[src/rtl/bias_ctrl_pkg.sv]
// bias_ctrl_pkg: shared FSM state type and default widths for the bias sequencer
package bias_ctrl_pkg;
  localparam int BC_DATA_W = 16;
  localparam int BC_ADDR_W = 16;
  localparam int BC_ROW_W = 8;
  typedef enum logic [2:0] {S_IDLE, S_FETCH, S_LOAD, S_RUN, S_DONE} bias_ctrl_state_t;
endpackage

[src/rtl/bias_col_counter.sv]
// bias_col_counter: per-column valid gate, saturating row counter (clr/en_run/rows/valid_in -> valid_out/col_done_nxt/err)
module bias_col_counter #(
  parameter int ROW_W = 8
) (
  input  logic             clk,
  input  logic             rst,
  input  logic             clr,
  input  logic             en_run,
  input  logic [ROW_W-1:0] rows,
  input  logic             valid_in,
  output logic             valid_out,
  output logic             col_done_nxt,
  output logic             err
);
  logic [ROW_W-1:0] cnt;
  logic col_done;
  assign valid_out = valid_in & en_run & ~col_done;
  assign col_done_nxt = col_done | (valid_out && cnt + ROW_W'(1) == rows);
  assign err = valid_in & ~valid_out;
  always_ff @(posedge clk) begin
    if (rst || clr) begin
      cnt <= '0;
      col_done <= 1'b0;
    end else begin
      if (valid_out) cnt <= cnt + ROW_W'(1);
      col_done <= col_done_nxt;
    end
  end
endmodule

[src/rtl/bias_ctrl.sv]
// bias_ctrl: fetches per-column biases from the unified buffer, strobes them into bias units, gates/counts array valids, pulses done
module bias_ctrl import bias_ctrl_pkg::*; #(
  parameter int NUM_COLS = 2,
  parameter int DATA_W = BC_DATA_W,
  parameter int ADDR_W = BC_ADDR_W,
  parameter int ROW_W = BC_ROW_W
) (
  input  logic                       clk,
  input  logic                       rst,
  input  logic                       start,
  input  logic [ADDR_W-1:0]          cfg_bias_base,
  input  logic [ROW_W-1:0]           cfg_rows,
  output logic                       ub_rd_en,
  output logic [ADDR_W-1:0]          ub_rd_addr,
  input  logic [DATA_W-1:0]          ub_rd_data,
  input  logic [NUM_COLS-1:0]        array_valid_in,
  output logic [NUM_COLS-1:0]        bias_load_out,
  output logic [NUM_COLS*DATA_W-1:0] bias_data_out,
  output logic [NUM_COLS-1:0]        bias_valid_out,
  output logic                       busy,
  output logic                       done,
  output logic                       err
);
  localparam int IW = NUM_COLS > 1 ? $clog2(NUM_COLS) : 1;
  bias_ctrl_state_t state;
  logic [IW-1:0] idx, rd_idx;
  logic rd_v;
  logic [ROW_W-1:0] rows;
  logic [NUM_COLS-1:0] col_done_nxt, col_err;
  logic clr, en_run;
  assign clr = state == S_IDLE && start;
  assign en_run = state == S_RUN;
  for (genvar g = 0; g < NUM_COLS; g++) begin : g_col
    bias_col_counter #(.ROW_W(ROW_W)) u_cnt (
      .clk(clk),
      .rst(rst),
      .clr(clr),
      .en_run(en_run),
      .rows(rows),
      .valid_in(array_valid_in[g]),
      .valid_out(bias_valid_out[g]),
      .col_done_nxt(col_done_nxt[g]),
      .err(col_err[g])
    );
  end
  always_ff @(posedge clk) begin
    if (rst) begin
      state <= S_IDLE;
      ub_rd_en <= 1'b0;
      ub_rd_addr <= '0;
      idx <= '0;
      rd_idx <= '0;
      rd_v <= 1'b0;
      rows <= '0;
      bias_load_out <= '0;
      bias_data_out <= '0;
      busy <= 1'b0;
      done <= 1'b0;
      err <= 1'b0;
    end else begin
      rd_v <= ub_rd_en;
      rd_idx <= idx;
      for (int c = 0; c < NUM_COLS; c++)
        if (rd_v && rd_idx == IW'(c)) bias_data_out[c*DATA_W +: DATA_W] <= ub_rd_data;
      err <= clr ? 1'b0 : err | (|col_err);
      bias_load_out <= '0;
      done <= 1'b0;
      case (state)
        S_IDLE: if (start) begin
          state <= S_FETCH;
          rows <= cfg_rows;
          ub_rd_addr <= cfg_bias_base;
          idx <= '0;
          ub_rd_en <= 1'b1;
          busy <= 1'b1;
        end
        S_FETCH: if (ub_rd_en) begin
          if (idx == IW'(NUM_COLS - 1)) ub_rd_en <= 1'b0;
          else begin
            idx <= idx + IW'(1);
            ub_rd_addr <= ub_rd_addr + ADDR_W'(1);
          end
        end else begin
          state <= S_LOAD;
          bias_load_out <= '1;
        end
        S_LOAD: begin
          state <= rows == '0 ? S_DONE : S_RUN;
          done <= rows == '0;
        end
        S_RUN: if (&col_done_nxt) begin
          state <= S_DONE;
          done <= 1'b1;
        end
        S_DONE: begin
          state <= S_IDLE;
          busy <= 1'b0;
        end
        default: state <= S_IDLE;
      endcase
    end
  end
endmodule

[config.mk]
export PLATFORM = sky130hd
export DESIGN_NAME = bias_ctrl
export DESIGN_NICKNAME = d
export VERILOG_FILES = /design/src/rtl/bias_ctrl_pkg.sv /design/src/rtl/bias_col_counter.sv /design/src/rtl/bias_ctrl.sv
export SDC_FILE = /design/constraint.sdc
export NUM_CORES = 1
export LEC_CHECK = 0
export ABC_AREA = 1
export BUFFER_PORTS_ARGS = -buffer_cell sky130_fd_sc_hd__buf_2
export CAP_MARGIN = 20
export CORE_ASPECT_RATIO = 0.7
export CORE_MARGIN = 2
export CORE_UTILIZATION = 33
export DETAILED_ROUTE_END_ITERATION = 16
export PLACE_DENSITY = 0.56
export SKIP_LAST_GASP = 1
export SYNTH_ARGS = -nofsm -noshare
export SYNTH_HDL_FRONTEND = slang
export SYNTH_HIERARCHICAL = 1
export SYNTH_SLANG_ARGS = --single-unit
[constraint.sdc]
create_clock -name clk -period 4.79 [get_ports clk]
set_input_delay 0.479 -clock clk [delete_from_list [all_inputs] [get_ports clk]]
set_output_delay 0.479 -clock clk [all_outputs]
set_load 0.03 [all_outputs]
Yosys cells after proc, flatten, opt, wreduce, memory -nomap -nowiden --
Index checks and enable logic that the tools add are counted.
Cells by class: equal/unequal tests 11, add/subtract/negate cells 4, shift operators 0, reductions and logical operators 20, bitwise gates (word level) 15, div/mod/pow operators 0, multipliers 0, multiplexer cells 21, order comparisons 0
Operators with widths (count):
- 16-bit two-way mux | 3
- 16-bit one-hot mux with 2 select lines | 1
- 16-bit by 1-bit adder with 16-bit output (second input constant) | 1
- 8-bit by 1-bit adder with 8-bit output (second input constant) | 2
- 8-bit equality test | 2
- 3-bit two-way mux | 4
- 3-bit one-hot mux with 4 select lines | 1
- 2-bit inequality test (second input constant) | 5
- 8-bit zero test | 1
- 1-bit one-hot mux with 2 select lines | 4
- 2-bit AND reduction | 4
- 1-bit two-way mux | 7
- 1-bit AND | 6
- 3-bit by 2-bit equality test with 1-bit output (second input constant) | 2
- 1-bit inverter | 6
- 3-bit AND reduction | 2
- 2-bit OR reduction | 3
- 1-bit logical AND | 5
- 4-bit AND reduction | 1
- 2-bit nonzero test | 2
- 3-bit by 1-bit equality test with 1-bit output (second input constant) | 1
- 3-bit equality test (second input constant) | 1
- 3-bit zero test | 1
- 1-bit bitwise OR | 3
- 3 further kinds | 3
Storage, ports and cells: bits of input ports 45, output and inout bits 56, word-level logic and storage cells 88, memories kept 0, bits in latches 0, bits in read-only memories 0, memory bits (writable) 0, bits in registers 86

Logic depth before layout (Yosys ltp) --
depth in word-level cells 8, gate-level depth with buffers 16, gate-level depth less buffers 16

Hierarchy --
Netlist, hierarchy kept.
Modules (own cells, without submodules):
- bias_ctrl | area each 3029.2 um^2, times used 1, sequential area each 1341.3 um^2, cells an instance 434
- bias_col_counter | area each 680.7 um^2, times used 2, sequential area each 180.2 um^2, cells an instance 109

Worst setup path before layout --
OpenSTA, ideal clock, no wires.
kind register to register, start point register state[1], end point register state[0], path buffers 0, data arrival time 1710 ps, library setup time 117 ps, cell stages (with the launch flop) 16, period minus slack after synthesis 1826 ps, path slack 2964 ps, data required time 4673 ps, cell sequence dfxtp_1 nand3_1 inv_1 nand2_1 nor2_1 nand3_1 nor2_1 nand3_1 nor2_1 nand2_2 nand2_1 nand2_1 nand2_1 nand3_2 nor3_1 nor2_1
On the way: word-level cells in the longest chain between the ends 8, elaborated cells between the ends (all ways) 18, those cells by class eq/ne: 6; mux: 1; bitwise: 6; reduce/logical: 5
RTL lines:
- start, declared | line bias_ctrl.sv:25 | bias_ctrl_state_t state;
- start signal, assigned | line bias_ctrl.sv:88 | state <= rows == '0 ? S_DONE : S_RUN;
- 3-bit by 2-bit equality test with 1-bit output | line bias_ctrl.sv:32 | assign en_run = state == S_RUN;
- named net en_run | line bias_ctrl.sv:30 | logic clr, en_run;
- 1-bit AND (2 in series) | line bias_col_counter.sv:17 | assign valid_out = valid_in & en_run & ~col_done;
- 1-bit logical AND | line bias_col_counter.sv:18 | assign col_done_nxt = col_done | (valid_out && cnt + ROW_W'(1) == rows);
- 1-bit bitwise OR | line bias_col_counter.sv:18
- named net col_done_nxt[0] | line bias_ctrl.sv:29 | logic [NUM_COLS-1:0] col_done_nxt, col_err;
- 2-bit AND reduction | line bias_ctrl.sv:91 | S_RUN: if (&col_done_nxt) begin
- 2-bit inequality test (no line)
- 3-bit AND reduction (no line)
The timed path passes the listed nets, and every way through them passes these cells. A chain may end at the register's enable or synchronous reset.

Worst setup path in the final report --
start point register state[1], end point register state[1]
The elaborated chain is that of the path after synthesis.

==> results.py <==
metrics = {
    "outcome": {
        "status": "completed",
    },
    "sta": {
        "drv_slew": 0,
        "finalCriticalPeriod_ns": 2.55,
        "rsz0062_at_grt": "false",
        "fmax_ghz": 0.392,
        "setup_viol": 0,
        "fin_crit_sh_pct": 53.3,
        "hold_viol_final": 0,
        "finClkSkew_ns": 0.00667,
        "setup_tns_ns": 0,
        "slew_headroom_pct": 42.6,
        "worstMarginPinSlew_ns": 0.857,
    },
    "yosys": {
        "syn_area_um2": 4390,
        "ys_types": 36,
        "ys_top_cells_by_area": "dfxtp_1 39%, nand2_1 10%, nor2_1 10%, o21ai_0 7.0%, inv_1 6.2%",
        "synth_top_area_share_pct": 38.8,
        "yosys.area.top_type": "dfxtp_1",
        "synth_edf_count": 0,
        "syn-num-nets": 700,
        "yosysWarnings": 6,
        "yosysSeqAreaShare_pct": 38.8,
        "ys_seq_elements": 85,
        "synth-main-ff-cell": "dfxtp_1",
        "synthCells": 652,
        "avgSynthCellArea_um2": 6.73,
        "async_flop_share_pct": 0,
    },
    "global_route": {
        "grt_usage_pct": 16.5,
        "grt_max_degree": 40,
        "grt_pass1_wl_um": 19000,
        "grt_pass1_vias": 3894,
        "overflow": 0,
        "grt_antenna_before_repair": 0,
    },
    "worst_setup_path": {
        "worst_r2r_path_depth": 15,
        "crit_path_start_kind": "flop",
        "end_kind": "flop",
        "r2r_setup_slack_ns": 2.24,
        "path_max_fanout": 15,
        "cp-startpoint": "state[1]",
        "crit_path_end": "state[1]",
        "critPathArrivalTime_ns": 2.82,
        "critPathRequiredTime_ns": 5.06,
        "reg2reg_to": "state[1]",
        "reg2reg_from": "state[1]",
        "worstSetupPathType": "reg2reg",
    },
    "power": {
        "vdd_drop_max_uv": 192,
        "p_comb_share_pct": 30.9,
        "p_leak_nw": 2.47,
        "clkPwrFrac_pct": 31.4,
        "seqPwrFrac_pct": 37.7,
        "pwr_density_cell_nw_per_um2": 468,
        "internal_power_mw": 1.52,
        "switching_share_pct": 38.6,
        "p_switching_uw": 958,
    },
    "finish": {
        "fill_cells": 1358,
        "diodes": 0,
        "nets": 786,
        "stdcell_count": 909,
        "areaGrowthSynthToFinish_pct": 20.7,
        "drive_gt1_share_pct": 21.7,
    },
    "placement": {
        "hpwl_um": 8560,
        "gp_congestion": 0.799,
        "dp_cells": 892,
        "portBuffers": 100,
    },
    "min_path": {
        "hold_path.class": "in2reg",
    },
    "route": {
        "ant_nets": 0,
        "first_pass_iters": 5,
        "routed_wl_um": 11600,
        "viasPerCell": 4.76,
        "wl_per_cell_um": 12.7,
        "vias": 4323,
        "drc": 0,
        "drt-initial-drc-count": 256,
    },
    "clock_network": {
        "cts_buffers": 9,
        "htreeDepth": 3,
        "clock-sinks": 85,
        "cts.path.max_buffers": 2,
        "ctsHoldBuffers": 0,
        "cts_tree": "built",
        "path_clk_slew_ns": 0.07,
        "insertion_delay_ns": 0.34,
        "cts_root_buf": "clkbuf_16",
        "post_cts_buffers": 0,
        "cts.repair.resized": 0,
    },
    "floorplan": {
        "start_util_pct": 33.5,
        "fp-row-count": 35,
        "io_pins": 101,
        "core_um2": 13100,
        "dieWidth_um": 142,
        "fp.dieH_um": 101,
        "die-area_um2": 14300,
    },
    "job": {
        "max_cap_violations": 0,
    },
}
critical path, stage by stage, from the launching register on:
cell      delay, ns
dfxtp_1        0.40
nand3_1        0.09
inv_1          0.12
nand2_1        0.06
nor2_1         0.65
nand3_1        0.15
nor2_1         0.13
nand3_1        0.10
nor2_1         0.12
nand2_2        0.07
nand2_1        0.06
nand2_1        0.05
nand2_1        0.09
nand3_2        0.11
o21bai_1       0.16
a21oi_1        0.12
cell usage after synthesis (2+ instances only):
master / n
nand3b_1: 5
nand3_1: 43
nand4_1: 12
nor2_4: 4
o21ai_0: 61
buf_2: 10
xor2_1: 2
o21ai_1: 4
dfxtp_1: 85
or2_0: 6
nand2_1: 122
ha_1: 3
a21oi_1: 29
xnor2_1: 3
clkbuf_1: 9
inv_1: 72
nor2_2: 4
a21oi_2: 7
or2_2: 2
inv_2: 6
o21bai_1: 3
buf_6: 7
nor3_1: 5
nand3_2: 2
nand2_2: 11
nand2_4: 3
nor2_1: 120
o211ai_1: 4
placed cells by master (no fill, tap or decap), types with 2 or more instances in the layout:
cell	n
nand2_1	122
nor2_1	120
buf_2	100
dfxtp_1	85
inv_1	72
o21ai_0	61
nand3_1	43
a21oi_1	29
nand4_1	12
nand2_2	11
clkbuf_16	9
a21oi_2	7
inv_2	6
or2_0	6
nand3b_1	5
nor3_1	5
nor2_2	4
o21ai_1	4
nor2_4	4
o211ai_1	4
nand2_4	3
o21bai_1	3
xnor2_1	3
ha_1	3
nand3_2	2
or2_2	2
xor2_1	2
inv_6	2
bufinv_16	2
clkinv_4	2
buf_4	2
sequential cells by signal, summed over array words and instances, names as in the netlist, 2 cells and up:
| name | flops |
|---|---|
| g_col.u_cnt/col_done | 2 |
| rows | 8 |
| g_col.u_cnt/cnt | 16 |
| ub_rd_addr | 16 |
| state | 3 |
| bias_data_out | 32 |
metal layers:
metal	vias to the layer above	track usage, %	part of all wire (%)
li1	2252	-	-
met1	1937	23.3	52
met2	123	23.8	40
met3	11	5.75	7.4
met4	0	4.46	1.1
met5	-	0	0
final cells by class:
type,count,area [µm²],share of cell area (%)
clock inverters,7,106,2.01
well taps,166,208,3.92
repair buffers,103,543,10.2
flip-flops and latches,85,1700,32.1
clock buffers,9,225,4.25
inverters,78,293,5.53
multi-input cells,461,2220,41.9
worst min path at each step:
stage | startpoint | endpoint | slack (ns) | cells past startpoint
2_1_floorplan | idx | rd_idx | 0.43 | 2
3_3_place_gp | idx | rd_idx | 0.45 | 2
3_5_place_dp | idx | rd_idx | 0.46 | 2
4_1_cts | ub_rd_data[8] | bias_data_out[8] | 0.36 | 3
5_1_grt | ub_rd_data[10] | bias_data_out[10] | 0.38 | 3
6_report | ub_rd_data[8] | bias_data_out[8] | 0.37 | 3
metrics by stage:
stage	util, %	hold slack (ns)	power (mW)	instance area, µm²	setup WS, ns
floorplan	-	0.429	1.53	4390	2.96
global placement	37.7	0.455	1.70	4930	2.33
detailed placement	37.9	0.462	1.71	4960	2.26
CTS	40.4	0.365	2.51	5290	2.24
global route	40.5	0.375	2.64	5300	1.97
finish	40.5	0.372	2.48	5300	2.24
cells by family (layout without fill, tap and decap cells):
group | count (synthesis) | after routing | share of synthesized area, %
XOR/XNOR | 5 | 5 | 0.998
AND/OR/NAND/NOR | 340 | 340 | 34.4
AO/OA/AOI/OAI | 113 | 113 | 14.4
buffers and inverters | 106 | 197 | 10.6
flip-flops | 85 | 85 | 38.8
adder cells (fa/ha/maj) | 3 | 3 | 0.855
power by group through the flow:
| stage | Sequential, mW | Combinational, mW | Clock, mW |
|---|---|---|---|
| 2_1_floorplan | 1.07 | 0.456 | 0 |
| 3_3_place_gp | 0.944 | 0.755 | 0 |
| 3_5_place_dp | 0.949 | 0.766 | 0 |
| 4_1_cts | 0.935 | 0.769 | 0.807 |
| 5_1_grt | 0.954 | 0.857 | 0.832 |
| 6_report | 0.935 | 0.766 | 0.778 |
No activity file was read; power rests on OpenSTA's default activity.
